==> src/rtl/oled_pkg.sv <==
// Shared types and constants for the OLED serial transmitter.
// Contents:
//   oled_tx_state_t  - transmitter FSM state encoding
//   OLED_BYTE_BITS   - bits per transferred byte
//   OLED_CMD/DATA    - DnC levels for command and data bytes
package oled_pkg;

    typedef enum logic [1:0] {IDLE, LOW, HIGH, GAP} oled_tx_state_t;

    localparam int unsigned OLED_BYTE_BITS = 8;
    localparam logic        OLED_CMD       = 1'b0;
    localparam logic        OLED_DATA      = 1'b1;

endpackage

==> src/rtl/oled_spi_tx_if.sv <==
// Byte handshake between a byte source (display controller / CPU bus wrapper)
// and the OLED serial transmitter.
//   TxData  - byte to send
//   TxDnC   - 0 = command, 1 = data
//   TxValid - source has a byte
//   TxReady - transmitter takes the byte on this cycle if TxValid is high
interface oled_spi_tx_if;
    import oled_pkg::*;

    logic [OLED_BYTE_BITS-1:0] TxData;
    logic                      TxDnC;
    logic                      TxValid;
    logic                      TxReady;

    modport master (output TxData, output TxDnC, output TxValid, input TxReady);
    modport slave  (input TxData, input TxDnC, input TxValid, output TxReady);

endinterface

==> src/rtl/oled_half_timer.sv <==
// Half-period timer for SCLK phases.
//   Clock    - system clock
//   nReset   - asynchronous active-low reset
//   load_i   - restart the phase; the count reloads to HALF_PERIOD-1
//   expire_o - high on the last cycle of the current phase
module oled_half_timer #(
    parameter int unsigned HALF_PERIOD = 1,
    parameter int unsigned CNT_W       = 4
) (
    input  logic Clock,
    input  logic nReset,
    input  logic load_i,
    output logic expire_o
);

    localparam logic [CNT_W-1:0] Reload = CNT_W'(HALF_PERIOD - 1);

    logic [CNT_W-1:0] cnt_q, cnt_d;

    always_comb begin
        cnt_d = cnt_q;
        if (load_i) begin
            cnt_d = Reload;
        end else if (cnt_q != '0) begin
            cnt_d = cnt_q - CNT_W'(1);
        end
    end

    always_ff @(posedge Clock or negedge nReset) begin
        if (!nReset) begin
            cnt_q <= '0;
        end else begin
            cnt_q <= cnt_d;
        end
    end

    // A phase that was loaded with HALF_PERIOD-1 therefore lasts HALF_PERIOD cycles.
    assign expire_o = (cnt_q == '0);

endmodule

==> src/rtl/oled_spi_tx.sv <==
// Write-only SPI mode-0 transmitter for the OLED panel.
// Bytes go out MSB first; bytes offered in the GAP cycle are burst without
// raising nCS.
//   Clock, nReset       - system clock, asynchronous active-low reset
//   tx (slave)          - TxData/TxDnC/TxValid in, TxReady out
//   Busy                - high whenever nCS is low
//   SCLK, SDIN, DnC, nCS - panel pins, all registered
module oled_spi_tx
    import oled_pkg::*;
#(
    parameter int unsigned HALF_PERIOD = 1,
    parameter int unsigned CNT_W       = 4
) (
    input  logic           Clock,
    input  logic           nReset,
    oled_spi_tx_if.slave   tx,
    output logic           Busy,
    output logic           SCLK,
    output logic           SDIN,
    output logic           DnC,
    output logic           nCS
);

    localparam int unsigned BitCntW = $clog2(OLED_BYTE_BITS);
    localparam logic [BitCntW-1:0] LastBit = BitCntW'(OLED_BYTE_BITS - 1);

    oled_tx_state_t            state_q, state_d;
    logic [OLED_BYTE_BITS-1:0] shreg_q, shreg_d;
    logic [BitCntW-1:0]        bitcnt_q, bitcnt_d;
    logic                      sclk_q, sclk_d;
    logic                      sdin_q, sdin_d;
    logic                      dnc_q, dnc_d;
    logic                      ncs_q, ncs_d;
    logic                      ready_q, ready_d;
    logic                      accept;
    logic                      timer_load;
    logic                      expire;

    oled_half_timer #(
        .HALF_PERIOD (HALF_PERIOD),
        .CNT_W       (CNT_W)
    ) u_timer (
        .Clock    (Clock),
        .nReset   (nReset),
        .load_i   (timer_load),
        .expire_o (expire)
    );

    always_comb begin
        state_d    = state_q;
        shreg_d    = shreg_q;
        bitcnt_d   = bitcnt_q;
        sclk_d     = sclk_q;
        sdin_d     = sdin_q;
        dnc_d      = dnc_q;
        ncs_d      = ncs_q;
        timer_load = 1'b0;
        // ready_q is only high in IDLE and GAP, so this is the handshake itself.
        accept     = tx.TxValid & ready_q;

        unique case (state_q)
            IDLE, GAP: begin
                if (accept) begin
                    ncs_d      = 1'b0;
                    dnc_d      = tx.TxDnC;
                    sdin_d     = tx.TxData[OLED_BYTE_BITS-1];
                    shreg_d    = tx.TxData;
                    bitcnt_d   = LastBit;
                    timer_load = 1'b1;
                    state_d    = LOW;
                end else if (state_q == GAP) begin
                    ncs_d   = 1'b1;
                    state_d = IDLE;
                end
            end
            LOW: begin
                if (expire) begin
                    sclk_d     = 1'b1;
                    timer_load = 1'b1;
                    state_d    = HIGH;
                end
            end
            HIGH: begin
                if (expire) begin
                    sclk_d     = 1'b0;
                    timer_load = 1'b1;
                    if (bitcnt_q != '0) begin
                        // SDIN moves together with the falling SCLK edge.
                        shreg_d  = {shreg_q[OLED_BYTE_BITS-2:0], 1'b0};
                        sdin_d   = shreg_q[OLED_BYTE_BITS-2];
                        bitcnt_d = bitcnt_q - BitCntW'(1);
                        state_d  = LOW;
                    end else begin
                        state_d = GAP;
                    end
                end
            end
            default: state_d = IDLE;
        endcase

        ready_d = (state_d == IDLE) || (state_d == GAP);
    end

    always_ff @(posedge Clock or negedge nReset) begin
        if (!nReset) begin
            state_q  <= IDLE;
            shreg_q  <= '0;
            bitcnt_q <= '0;
            sclk_q   <= 1'b0;
            sdin_q   <= 1'b0;
            dnc_q    <= 1'b0;
            ncs_q    <= 1'b1;
            ready_q  <= 1'b1;
        end else begin
            state_q  <= state_d;
            shreg_q  <= shreg_d;
            bitcnt_q <= bitcnt_d;
            sclk_q   <= sclk_d;
            sdin_q   <= sdin_d;
            dnc_q    <= dnc_d;
            ncs_q    <= ncs_d;
            ready_q  <= ready_d;
        end
    end

    assign tx.TxReady = ready_q;
    assign SCLK       = sclk_q;
    assign SDIN       = sdin_q;
    assign DnC        = dnc_q;
    assign nCS        = ncs_q;
    assign Busy       = ~ncs_q;

endmodule

==> src/flat_wrapper.sv <==
// flat-port wrapper written by rule: the top's interface ports become plain ports
module oled_spi_tx_flat import oled_pkg::*;
#(
    parameter int unsigned HALF_PERIOD = 1,
    parameter int unsigned CNT_W       = 4
)
  (Clock, nReset, Busy, SCLK, SDIN, DnC, nCS, tx_TxData, tx_TxDnC, tx_TxValid, tx_TxReady);
  oled_spi_tx_if tx_i ();
  input  logic Clock;
  input  logic nReset;
  output logic Busy;
  output logic SCLK;
  output logic SDIN;
  output logic DnC;
  output logic nCS;
  input wire logic [$bits(tx_i.TxData)-1:0] tx_TxData;
  input wire logic [$bits(tx_i.TxDnC)-1:0] tx_TxDnC;
  input wire logic [$bits(tx_i.TxValid)-1:0] tx_TxValid;
  output wire logic [$bits(tx_i.TxReady)-1:0] tx_TxReady;
  assign tx_i.TxData = tx_TxData;
  assign tx_i.TxDnC = tx_TxDnC;
  assign tx_i.TxValid = tx_TxValid;
  assign tx_TxReady = tx_i.TxReady;
  oled_spi_tx #(.HALF_PERIOD(HALF_PERIOD), .CNT_W(CNT_W)) u_core (.Clock(Clock), .nReset(nReset), .tx(tx_i), .Busy(Busy), .SCLK(SCLK), .SDIN(SDIN), .DnC(DnC), .nCS(nCS));
endmodule
==> config.mk <==
export PLATFORM = sky130hd
export DESIGN_NAME = oled_spi_tx_flat
export DESIGN_NICKNAME = d
export VERILOG_FILES = /design/src/rtl/oled_pkg.sv /design/src/rtl/oled_spi_tx_if.sv /design/src/rtl/oled_half_timer.sv /design/src/rtl/oled_spi_tx.sv /design/src/flat_wrapper.sv
export SDC_FILE = /design/constraint.sdc
export NUM_CORES = 1
export LEC_CHECK = 0
export ABC_CLOCK_PERIOD_IN_PS = 5800
export CAP_MARGIN = 20
export CORE_ASPECT_RATIO = 1.1
export CORE_MARGIN = 2
export CORE_UTILIZATION = 60
export CTS_BUF_LIST = sky130_fd_sc_hd__clkbuf_8 sky130_fd_sc_hd__clkbuf_16
export CTS_CLUSTER_DIAMETER = 200
export DETAILED_ROUTE_END_ITERATION = 8
export DONT_BUFFER_PORTS = 1
export GPL_TIMING_DRIVEN = 0
export HOLD_SLACK_MARGIN = 0.1
export PLACE_DENSITY = 0.81
export SYNTH_ARGS = -nofsm -noshare
export SYNTH_HDL_FRONTEND = slang
export SYNTH_HIERARCHICAL = 1
export SYNTH_SLANG_ARGS = --single-unit
export TNS_END_PERCENT = 30
==> constraint.sdc <==
create_clock -name Clock -period 5.8 [get_ports Clock]
set_clock_uncertainty 0.05 [all_clocks]
set_input_delay 1.16 -clock Clock [delete_from_list [all_inputs] [get_ports Clock]]
set_output_delay 1.16 -clock Clock [all_outputs]
set_load 0.02 [all_outputs]
==> metrics.csv <==
metric,value,unit
status,"finished, final reports clean",
cellLeakagePower,0.601,nW
crit_buf_inv,1,
critPathSlowestCell,dfstp_2,
critPathKind,reg -> out,
drive_above_1_share,26.7,%
avgSynthCellArea,11.7,µm²
grtUsageTotal,20.2,%
ir_drop,0.283,mV
clk_latency,250,ps
max_freq,0.456,GHz
hold_buffers,0,
grt_pass1_vias,796,
slew_headroom,71.4,%
wirelength,2040,µm
min_path_type,reg -> reg,
drt_iter0_markers,18,
yosysTopAreaCell,dfrtp_1,
synthCells,101,
critical_path.max_stage_delay,590,ps
synth_top_area_share,40.1,%
period_share,37.8,%
period_needed,2190,ps
cts-root-buf,clkbuf_8,
ant_nets,0,
io_pins,18,
syn_to_final_growth,6.65,%
rsz0062_at_grt,no,
grt_first_pass_wirelength,3460,µm
sw_frac_of_total,35.2,%
die_height,50.6,µm
syn_nets,120,
power_per_cell_area,455,nW/µm²
cts_tree,built,
hold_viol,0,
p_seq_share,44.2,%
final_cell_mix,"dfrtp_1, inv_1, mux2_2, mux2_4",
cp_cell_sequence,inv_1,
p_int,0.373,mW
placed_cells,128,
dp_hpwl,1470,µm
maxSlewViolCount,0,
start_kind,register,
diodes,0,
rows,16,
worst_pin_slew,419,ps
place_ws,3600,ps
vias,761,
cp-startpoint,u_core/nCS,
fin_tns_setup,0,ps
drt_pre_antenna_iters,4,
pwr-share-comb,39.8,%
critPathRequiredTime,4590,ps
layout_commonest_cell,dfrtp_1,
clockBufferDepth,2,
r2r_start,u_core/u_timer/cnt_q[0],
fin_cells,132,
wl_per_cell,15.5,µm
netlist_area,1180,µm²
crit_arrival,980,ps
drc,0,
utilization,69.4,%
hold_path.startpoint,u_core/shreg_q[1],
synthArstFlopShare,100,%
routabilityCongestion,0.782,
fp.dieW,46.4,µm
power,0.575,mW
synth-edff-count,0,
fin_ws,3610,ps
via_per_inst,5.77,
post_cts_buffers,0,
cts-buffers-inserted,3,
clk_pin_slew,70,ps
p_sw,0.202,mW
grt.overflow.total,0,
core,1820,µm²
start_util,65.0,%
cts-resized-gates,0,
synth_cell_type_count,36,
die-area,2350,µm²
seq_area_frac_synth,44.6,%
path_max_fanout,2,
grt_max_degree,22,
port_buffers,0,
nNetsFinal,125,
cp_top_family,flip-flops,
synthTopCellsByArea,"dfrtp_1, mux2_4, mux2_2",
clock_power_share,16.0,%
antenna_found_initial,0,
synth-main-ff-cell,dfrtp_1,
r2r_slack,3670,ps
yosys_warnings,6,
ys_seq_elements,21,
setup_viol,0,
cap_violations,0,
cts_sinks,21,
h-tree-depth,1,
end_kind,output port,
## final timing paths
path                                     end  cells past startpoint
setup / recovery                        Busy                      1
min in group asynchronous  u_core/shreg_q[4]                      0
hold reg to reg            u_core/shreg_q[1]                      1
hold / removal             u_core/shreg_q[1]                      1
max in group asynchronous  u_core/tx.TxReady                      0
setup reg to reg           u_core/tx.TxReady                      7
## layout make-up
cell class	instances	area (µm²)
Multi-Input combinational cell	67	592
Clock inverter	1	3.75
Clock buffer	3	41.3
Inverter	10	37.5
Tap cell	27	33.8
Sequential cell	21	528
Buffer	3	27.5
Fill cell	119	558
## Yosys cell counts, types with 2 or more instances
cell and instances:
a21oi_1 5, mux2_4 8, o21ai_0 2, xnor2_1 2
nor2_1 7, dfstp_2 2, dfrtp_1 19, nand2b_1 2
inv_1 9, ha_1 7, nand2_1 5, mux2_2 8
buf_6 2
## kinds of logic (layout without fill, tap and decap cells)
kind of cell,Yosys count,after routing,share of synthesized area [%]
AOI/OAI and AO/OA,18,18,10.7
xor gates and xnor gates,2,2,1.48
adders and majority gates,7,7,7.39
buffers and inverters,13,17,5.49
DFF,21,21,44.6
muxes,17,17,18.6
and+or+nand+nor,23,23,11.8
## sequential cells by signal, summed over array words and instances, names as in the netlist
name,cells
u_core/shreg_q,7
u_core/u_timer/cnt_q,4
u_core/bitcnt_q,3
u_core/state_q,2
u_core/DnC,1
u_core/SCLK,1
u_core/SDIN,1
u_core/nCS,1
u_core/tx.TxReady,1
## power by group through the flow
stage | Combinational, mW | Clock, mW | Sequential (mW)
6_report | 0.229 | 0.0919 | 0.254
5_1_grt | 0.250 | 0.101 | 0.260
4_1_cts | 0.229 | 0.0954 | 0.254
3_5_place_dp | 0.228 | 0 | 0.256
3_3_place_gp | 0.221 | 0 | 0.253
2_1_floorplan | 0.198 | 0 | 0.246
## per-stage QoR
step / hold slack [ps] / area (µm²)
finish: 465 / 1260
global route: 483 / 1260
CTS: 470 / 1260
detailed placement: 450 / 1220
global placement: 440 / 1220
floorplan: 426 / 1180
## worst register-to-register path: cells and delay by family, from the launching register on
kind                       cells  cell delay (ps)
adders and majority gates      1              200
xor gates and xnor gates       1              120
DFF                            1              380
buffers and inverters          1              110
and+or+nand+nor                2              550
AOI/OAI and AO/OA              2              660
## routing by layer
metal	GRT usage, %	part of all wire, %	vias to the layer above
met5	0	0	-
met4	6.67	1.8	0
met3	4.68	3.6	6
met2	32.6	51	21
met1	25.9	43	376
li1	-	-	358
Note: power is estimated with default switching activity, not from simulation.
